$ cat src/rtl/dmem_arbiter_if.sv
// Data-memory master port bundle: req/we/addr/wdata toward the arbiter,
// gnt/rvalid/rdata back to the master. Ports: master and slave modports.
interface dmem_arbiter_if #(
  parameter int ADDR_W = 32,
  parameter int DATA_W = 32
);

  logic              req;
  logic              we;
  logic [ADDR_W-1:0] addr;
  logic [DATA_W-1:0] wdata;
  logic              gnt;
  logic              rvalid;
  logic [DATA_W-1:0] rdata;

  modport master (
    output req,
    output we,
    output addr,
    output wdata,
    input  gnt,
    input  rvalid,
    input  rdata
  );

  modport slave (
    input  req,
    input  we,
    input  addr,
    input  wdata,
    output gnt,
    output rvalid,
    output rdata
  );

endinterface

$ cat src/rtl/dmem_arbiter.sv
// Round-robin arbiter sharing one data-RAM port between two masters.
// Ports: clk, rst, m0/m1 slave bundles, ram_en/we/addr/wdata out, ram_rdata in.
module dmem_arbiter #(
  parameter int ADDR_W = 32,
  parameter int DATA_W = 32,
  parameter int RD_LAT = 1
) (
  input  logic              clk,
  input  logic              rst,
  dmem_arbiter_if.slave     m0,
  dmem_arbiter_if.slave     m1,
  output logic              ram_en,
  output logic              ram_we,
  output logic [ADDR_W-1:0] ram_addr,
  output logic [DATA_W-1:0] ram_wdata,
  input  logic [DATA_W-1:0] ram_rdata
);

  typedef enum logic [1:0] {
    IDLE,
    ISSUE,
    WAIT,
    RESP
  } state_t;

  // RD_LAT is legal in 1..4, so the wait counter fits in two bits.
  localparam logic [1:0] CNT_INIT = 2'(RD_LAT - 1);

  state_t            state;
  state_t            state_d;
  logic              sel;
  logic              sel_d;
  logic              pick;
  logic              lat_we;
  logic              last_grant;
  logic [1:0]        cnt;
  logic [ADDR_W-1:0] addr_q;
  logic [DATA_W-1:0] wdata_q;
  logic [DATA_W-1:0] rdata0_q;
  logic [DATA_W-1:0] rdata1_q;
  logic              in_issue;
  logic              in_resp;
  logic              cap;

  assign in_issue = (state == ISSUE);
  assign in_resp  = (state == RESP);
  assign cap      = (state == WAIT) && (cnt == 2'd0);

  // On a tie the master that did not win last time is chosen.
  always_comb begin
    state_d = state;
    pick    = 1'b0;
    sel_d   = sel;
    unique case (state)
      IDLE: begin
        if (m0.req || m1.req) begin
          state_d = ISSUE;
          pick    = 1'b1;
          if (m0.req && m1.req) begin
            sel_d = ~last_grant;
          end else begin
            sel_d = m1.req;
          end
        end
      end
      ISSUE: begin
        state_d = lat_we ? IDLE : WAIT;
      end
      WAIT: begin
        if (cnt == 2'd0) begin
          state_d = RESP;
        end
      end
      RESP: begin
        state_d = IDLE;
      end
      default: begin
        state_d = IDLE;
      end
    endcase
  end

  always_ff @(posedge clk or posedge rst) begin
    if (rst) begin
      state      <= IDLE;
      sel        <= 1'b0;
      lat_we     <= 1'b0;
      addr_q     <= '0;
      wdata_q    <= '0;
      last_grant <= 1'b1;
      cnt        <= 2'd0;
    end else begin
      state <= state_d;
      if (pick) begin
        sel     <= sel_d;
        lat_we  <= sel_d ? m1.we : m0.we;
        addr_q  <= sel_d ? m1.addr : m0.addr;
        wdata_q <= sel_d ? m1.wdata : m0.wdata;
      end
      if (in_issue) begin
        last_grant <= sel;
        cnt        <= CNT_INIT;
      end else if (state == WAIT && cnt != 2'd0) begin
        cnt <= cnt - 2'd1;
      end
    end
  end

  // Each master keeps its last read result until its next read lands.
  always_ff @(posedge clk or posedge rst) begin
    if (rst) begin
      rdata0_q <= '0;
      rdata1_q <= '0;
    end else if (cap) begin
      if (sel) begin
        rdata1_q <= ram_rdata;
      end else begin
        rdata0_q <= ram_rdata;
      end
    end
  end

  assign ram_en    = in_issue;
  assign ram_we    = in_issue && lat_we;
  assign ram_addr  = addr_q;
  assign ram_wdata = wdata_q;

  assign m0.gnt    = in_issue && !sel;
  assign m1.gnt    = in_issue && sel;
  assign m0.rvalid = in_resp && !sel;
  assign m1.rvalid = in_resp && sel;
  assign m0.rdata  = rdata0_q;
  assign m1.rdata  = rdata1_q;

endmodule

$ cat src/flat_wrapper.sv
// flat-port wrapper written by rule: the top's interface ports become plain ports
module dmem_arbiter_flat 
#(
  parameter int ADDR_W = 32,
  parameter int DATA_W = 32,
  parameter int RD_LAT = 1
)
  (clk, rst, ram_en, ram_we, ram_addr, ram_wdata, ram_rdata, m0_req, m0_we, m0_addr, m0_wdata, m0_gnt, m0_rvalid, m0_rdata, m1_req, m1_we, m1_addr, m1_wdata, m1_gnt, m1_rvalid, m1_rdata);
  dmem_arbiter_if #(.ADDR_W(ADDR_W), .DATA_W(DATA_W)) m0_i ();
  dmem_arbiter_if #(.ADDR_W(ADDR_W), .DATA_W(DATA_W)) m1_i ();
  input  logic clk;
  input  logic rst;
  output logic ram_en;
  output logic ram_we;
  output logic [ADDR_W-1:0] ram_addr;
  output logic [DATA_W-1:0] ram_wdata;
  input  logic [DATA_W-1:0] ram_rdata;
  input wire logic [$bits(m0_i.req)-1:0] m0_req;
  input wire logic [$bits(m0_i.we)-1:0] m0_we;
  input wire logic [$bits(m0_i.addr)-1:0] m0_addr;
  input wire logic [$bits(m0_i.wdata)-1:0] m0_wdata;
  output wire logic [$bits(m0_i.gnt)-1:0] m0_gnt;
  output wire logic [$bits(m0_i.rvalid)-1:0] m0_rvalid;
  output wire logic [$bits(m0_i.rdata)-1:0] m0_rdata;
  input wire logic [$bits(m1_i.req)-1:0] m1_req;
  input wire logic [$bits(m1_i.we)-1:0] m1_we;
  input wire logic [$bits(m1_i.addr)-1:0] m1_addr;
  input wire logic [$bits(m1_i.wdata)-1:0] m1_wdata;
  output wire logic [$bits(m1_i.gnt)-1:0] m1_gnt;
  output wire logic [$bits(m1_i.rvalid)-1:0] m1_rvalid;
  output wire logic [$bits(m1_i.rdata)-1:0] m1_rdata;
  assign m0_i.req = m0_req;
  assign m0_i.we = m0_we;
  assign m0_i.addr = m0_addr;
  assign m0_i.wdata = m0_wdata;
  assign m0_gnt = m0_i.gnt;
  assign m0_rvalid = m0_i.rvalid;
  assign m0_rdata = m0_i.rdata;
  assign m1_i.req = m1_req;
  assign m1_i.we = m1_we;
  assign m1_i.addr = m1_addr;
  assign m1_i.wdata = m1_wdata;
  assign m1_gnt = m1_i.gnt;
  assign m1_rvalid = m1_i.rvalid;
  assign m1_rdata = m1_i.rdata;
  dmem_arbiter #(.ADDR_W(ADDR_W), .DATA_W(DATA_W), .RD_LAT(RD_LAT)) u_core (.clk(clk), .rst(rst), .m0(m0_i), .m1(m1_i), .ram_en(ram_en), .ram_we(ram_we), .ram_addr(ram_addr), .ram_wdata(ram_wdata), .ram_rdata(ram_rdata));
endmodule
$ cat config.mk
export PLATFORM = sky130hd
export DESIGN_NAME = dmem_arbiter_flat
export DESIGN_NICKNAME = d
export VERILOG_FILES = /design/src/rtl/dmem_arbiter_if.sv /design/src/rtl/dmem_arbiter.sv /design/src/flat_wrapper.sv
export SDC_FILE = /design/constraint.sdc
export NUM_CORES = 1
export LEC_CHECK = 0
export ABC_AREA = 1
export CAP_MARGIN = 0
export CORE_MARGIN = 2
export CORE_UTILIZATION = 30
export DETAILED_ROUTE_END_ITERATION = 8
export DONT_BUFFER_PORTS = 1
export PLACE_DENSITY_LB_ADDON = 0.3
export SLEW_MARGIN = 5
export SYNTH_ARGS = -nofsm -noshare
export SYNTH_HDL_FRONTEND = slang
export SYNTH_SLANG_ARGS = --single-unit
$ cat constraint.sdc
create_clock -name clk -period 6.2 [get_ports clk]
set_clock_uncertainty 0.05 [all_clocks]
set_input_delay 1.55 -clock clk [delete_from_list [all_inputs] [get_ports clk]]
set_output_delay 1.55 -clock clk [all_outputs]
set_load 0.01 [all_outputs]
==> run_results.csv <==
group,metric,value,unit
job,cap_violations,0,
clock_network,clock-sinks,135,
yosys,synth_nets,996,
final_layout,syn_to_final_growth,12.7,%
worst_setup_path,path_class,"in -> reg",
timing,finalCriticalPeriod,3.27,ns
floorplan,dieHeight,149,um
clock_network,clk_pin_slew,0.06,ns
route,drt_first_pass_iters,4,
placement,port_buffers,0,
yosys,netlist.area_leader.share,53.2,%
yosys,yosysUniqueCellTypes,20,
clock_network,clockRootBuffer,"clkbuf_16",
yosys,synth_top_area_cell,"dfrtp_1",
worst_setup_path,ff2ff_path_depth,8,
route,vias,4836,
final_layout,fin_cells,1100,
timing,rsz0062_at_grt,"no",
global_routing,grt_max_degree,94,
clock_network,clockBufferDepth,2,
placement,dp_cells,1068,
worst_setup_path,crit_family,"simple AND/OR/NAND/NOR gates",
power,power_leakage,4.04,nW
yosys,synth_warnings,0,
floorplan,die_w,149,um
yosys,syn_area,6310,um2
route,drt_iter0_drc,168,
timing,worst_pin_slew,0.851,ns
power,max-vdd-ir-drop,168,uV
route,routed_wl,16100,um
final_layout,drive_above_1_share,5.33,%
worst_setup_path,required,6.46,ns
worst_setup_path,cp_max_fo,68,
worst_setup_path,cp-start-kind,"input pin",
global_routing,grt_pass1_vias,4670,
worst_setup_path,r2r-end,"u_core.ram_wdata[2]",
worst_setup_path,timing.critical_path.mode_cell,"nand2_1",
clock_network,clk_latency,0.41,ns
clock_network,htreeDepth,4,
yosys,avgSynthCellArea,7.61,um2
route,drc_errors,0,
timing,setup_viol,0,
clock_network,cts_buffers,17,
timing,fin_setup_tns,0,ns
clock_network,cts_hold_buf,0,
yosys,seq_area_frac_synth,53.6,%
worst_setup_path,r2r-start,"u_core.state[0]",
power,finalPower,4.06,mW
timing,fin_crit_sh,52.8,%
placement,dp_hpwl,11000,um
floorplan,die_area,22200,um2
floorplan,coreArea,20800,um2
worst_setup_path,crit_arrival,3.53,ns
global_routing,antenna_found_initial,0,
power,power.density,571,nW/um2
worst_setup_path,cp.depth,9,
floorplan,io_pins,300,
worst_hold_path,holdPathStages,1,
timing,relSlewSlack,43.3,%
worst_hold_path,hold_path_class,"reg -> reg",
worst_setup_path,endpoint,"u_core.ram_wdata[2]",
floorplan,fp-row-count,53,
worst_setup_path,path_cells,"inv_1 > nand2_1 > nand2_4 > nand2_1 > nand2_2 > buf_4 > nand2_1 > nand2_1 > nand2_1",
clock_network,cts_setup_buffers,0,
clock_network,cts.repair.resized,0,
clock_network,cts_tree,"built",
yosys,netlist_top_cells_count,"330 x nand2_1, 176 x inv_1, 134 x dfrtp_1",
final_layout,fin_nets,979,
worst_setup_path,slowest_delay,0.51,ns
yosys,ys_seq_elements,135,
global_routing,grt_first_pass_wirelength,24700,um
timing,slew_viol_final,0,
timing,hold_viol,0,
global_routing,gr-usage-all-layers,14.4,%
worst_setup_path,crit_start,"m0_req",
yosys,ys.flop_type,"dfrtp_1",
route,ant_nets,0,
yosys,synthTopCellsByArea,"dfrtp_1 53%, nand2_1 20%, inv_1 10%",
global_routing,gr-total-overflow,0,
route,wl_per_cell,14.7,um
worst_setup_path,crit_slowest_cell,"nand2_4",
worst_setup_path,cp_num_buf_inv,2,
outcome,status,"complete, no violations",
yosys,async_flop_share,100,%
timing,fmax,305,MHz
worst_setup_path,ff2ff_setup_slack,3.64,ns
worst_setup_path,crit_path_end_kind,"flip-flop",
floorplan,floorplan.initialDensity,30.3,%
yosys,syn_inst,829,
route,viasPerCell,4.40,
final_layout,n_antenna_cell,0,
yosys,synth_edf_count,0,
placement,routabilityCongestion,0.777,
yosys,synth_most_common_cell,"nand2_1",
-- cell families (layout without fill, tap and decap cells) --
logic type / after synthesis / count (layout) / share of synthesized area, %
buf+inv: 216 / 212 / 14.5
simple gates: 343 / 343 / 21.1
flops: 135 / 135 / 53.6
compound gates: 134 / 134 / 10.6
fa+ha+maj: 1 / 1 / 0.198
-- final cells by class --
type | count | area, um2
clock buffer | 19 | 443
clock inverter | 13 | 215
fill | 2254 | 13700
inverter | 176 | 666
multi-input combinational | 478 | 2030
sequential | 135 | 3380
tap | 275 | 344
timing repair buffer | 4 | 30.0
-- layout by cell type, fill, tap and decap left out, types with 2 or more instances in the layout --
master	Yosys	layout
nor2_1	3	3
a21oi_1	66	66
nor3_1	2	2
nand2_1	330	329
inv_6	0	5
clkinv_4	0	2
dfrtp_1	134	134
nand3_1	3	2
nand3_4	2	2
clkbuf_16	0	17
o21ai_0	37	37
inv_1	176	175
o21ai_1	31	31
bufinv_16	0	5
buf_4	1	4
-- per-layer routing --
layer / vias to the layer above / track usage (%) / share of wire [%]
li1: 2415 / - / -
met1: 2193 / 16.5 / 41
met2: 189 / 23.5 / 48
met3: 39 / 5.38 / 7.3
met4: 0 / 7.48 / 3.6
met5: - / 0 / 0
-- flip-flops by register name (all words and copies together) (netlist names), named ones only --
name,cells
u_core.ram_addr,32
u_core.ram_wdata,32
u_core.sel,1
u_core.m0.rdata,32
u_core.last_grant,1
u_core.lat_we,1
u_core.cnt,2
u_core.state,1
u_core.m1.rdata,32
-- worst min path at each step --
stage | from | endpoint | slack (ns)
CTS | u_core.cnt[0] | u_core.cnt[0] | 0.45
finish | u_core.cnt[0] | u_core.cnt[0] | 0.46
floorplan | u_core.last_grant | u_core.last_grant | 0.40
global placement | u_core.cnt[0] | u_core.cnt[0] | 0.43
global route | u_core.last_grant | u_core.last_grant | 0.47
detailed placement | u_core.cnt[0] | u_core.cnt[0] | 0.44
-- per-stage QoR --
stage | hold slack, ns | instance area [um2] | worst slack (ns) | utilization, %
4_1_cts | 0.451 | 7110 | 2.86 | 34.1
6_report | 0.456 | 7110 | 2.93 | 34.1
3_3_place_gp | 0.434 | 6450 | 2.44 | 31.0
2_1_floorplan | 0.402 | 6310 | 0.991 | -
3_5_place_dp | 0.439 | 6450 | 2.40 | 31.0
5_1_grt | 0.472 | 7110 | 2.64 | 34.1
-- worst reg2reg max path, stage by stage (launching register included) --
cell and delay [ns]:
dfrtp_1 0.43, nor2_2 0.09, nand2_4 0.52, nand2_1 0.16, nand2_2 0.48, buf_4 0.47
nand2_1 0.13, nand2_1 0.08, nand2_1 0.04
-- where the power goes --
group | switching, mW | total, mW | internal [mW]
clock network | 0.414 | 1.15 | 0.731
logic | 0.726 | 1.06 | 0.337
registers | 0.535 | 1.85 | 1.32
total | 1.68 | 4.06 | 2.38
Power figures use the tool's default switching activity.
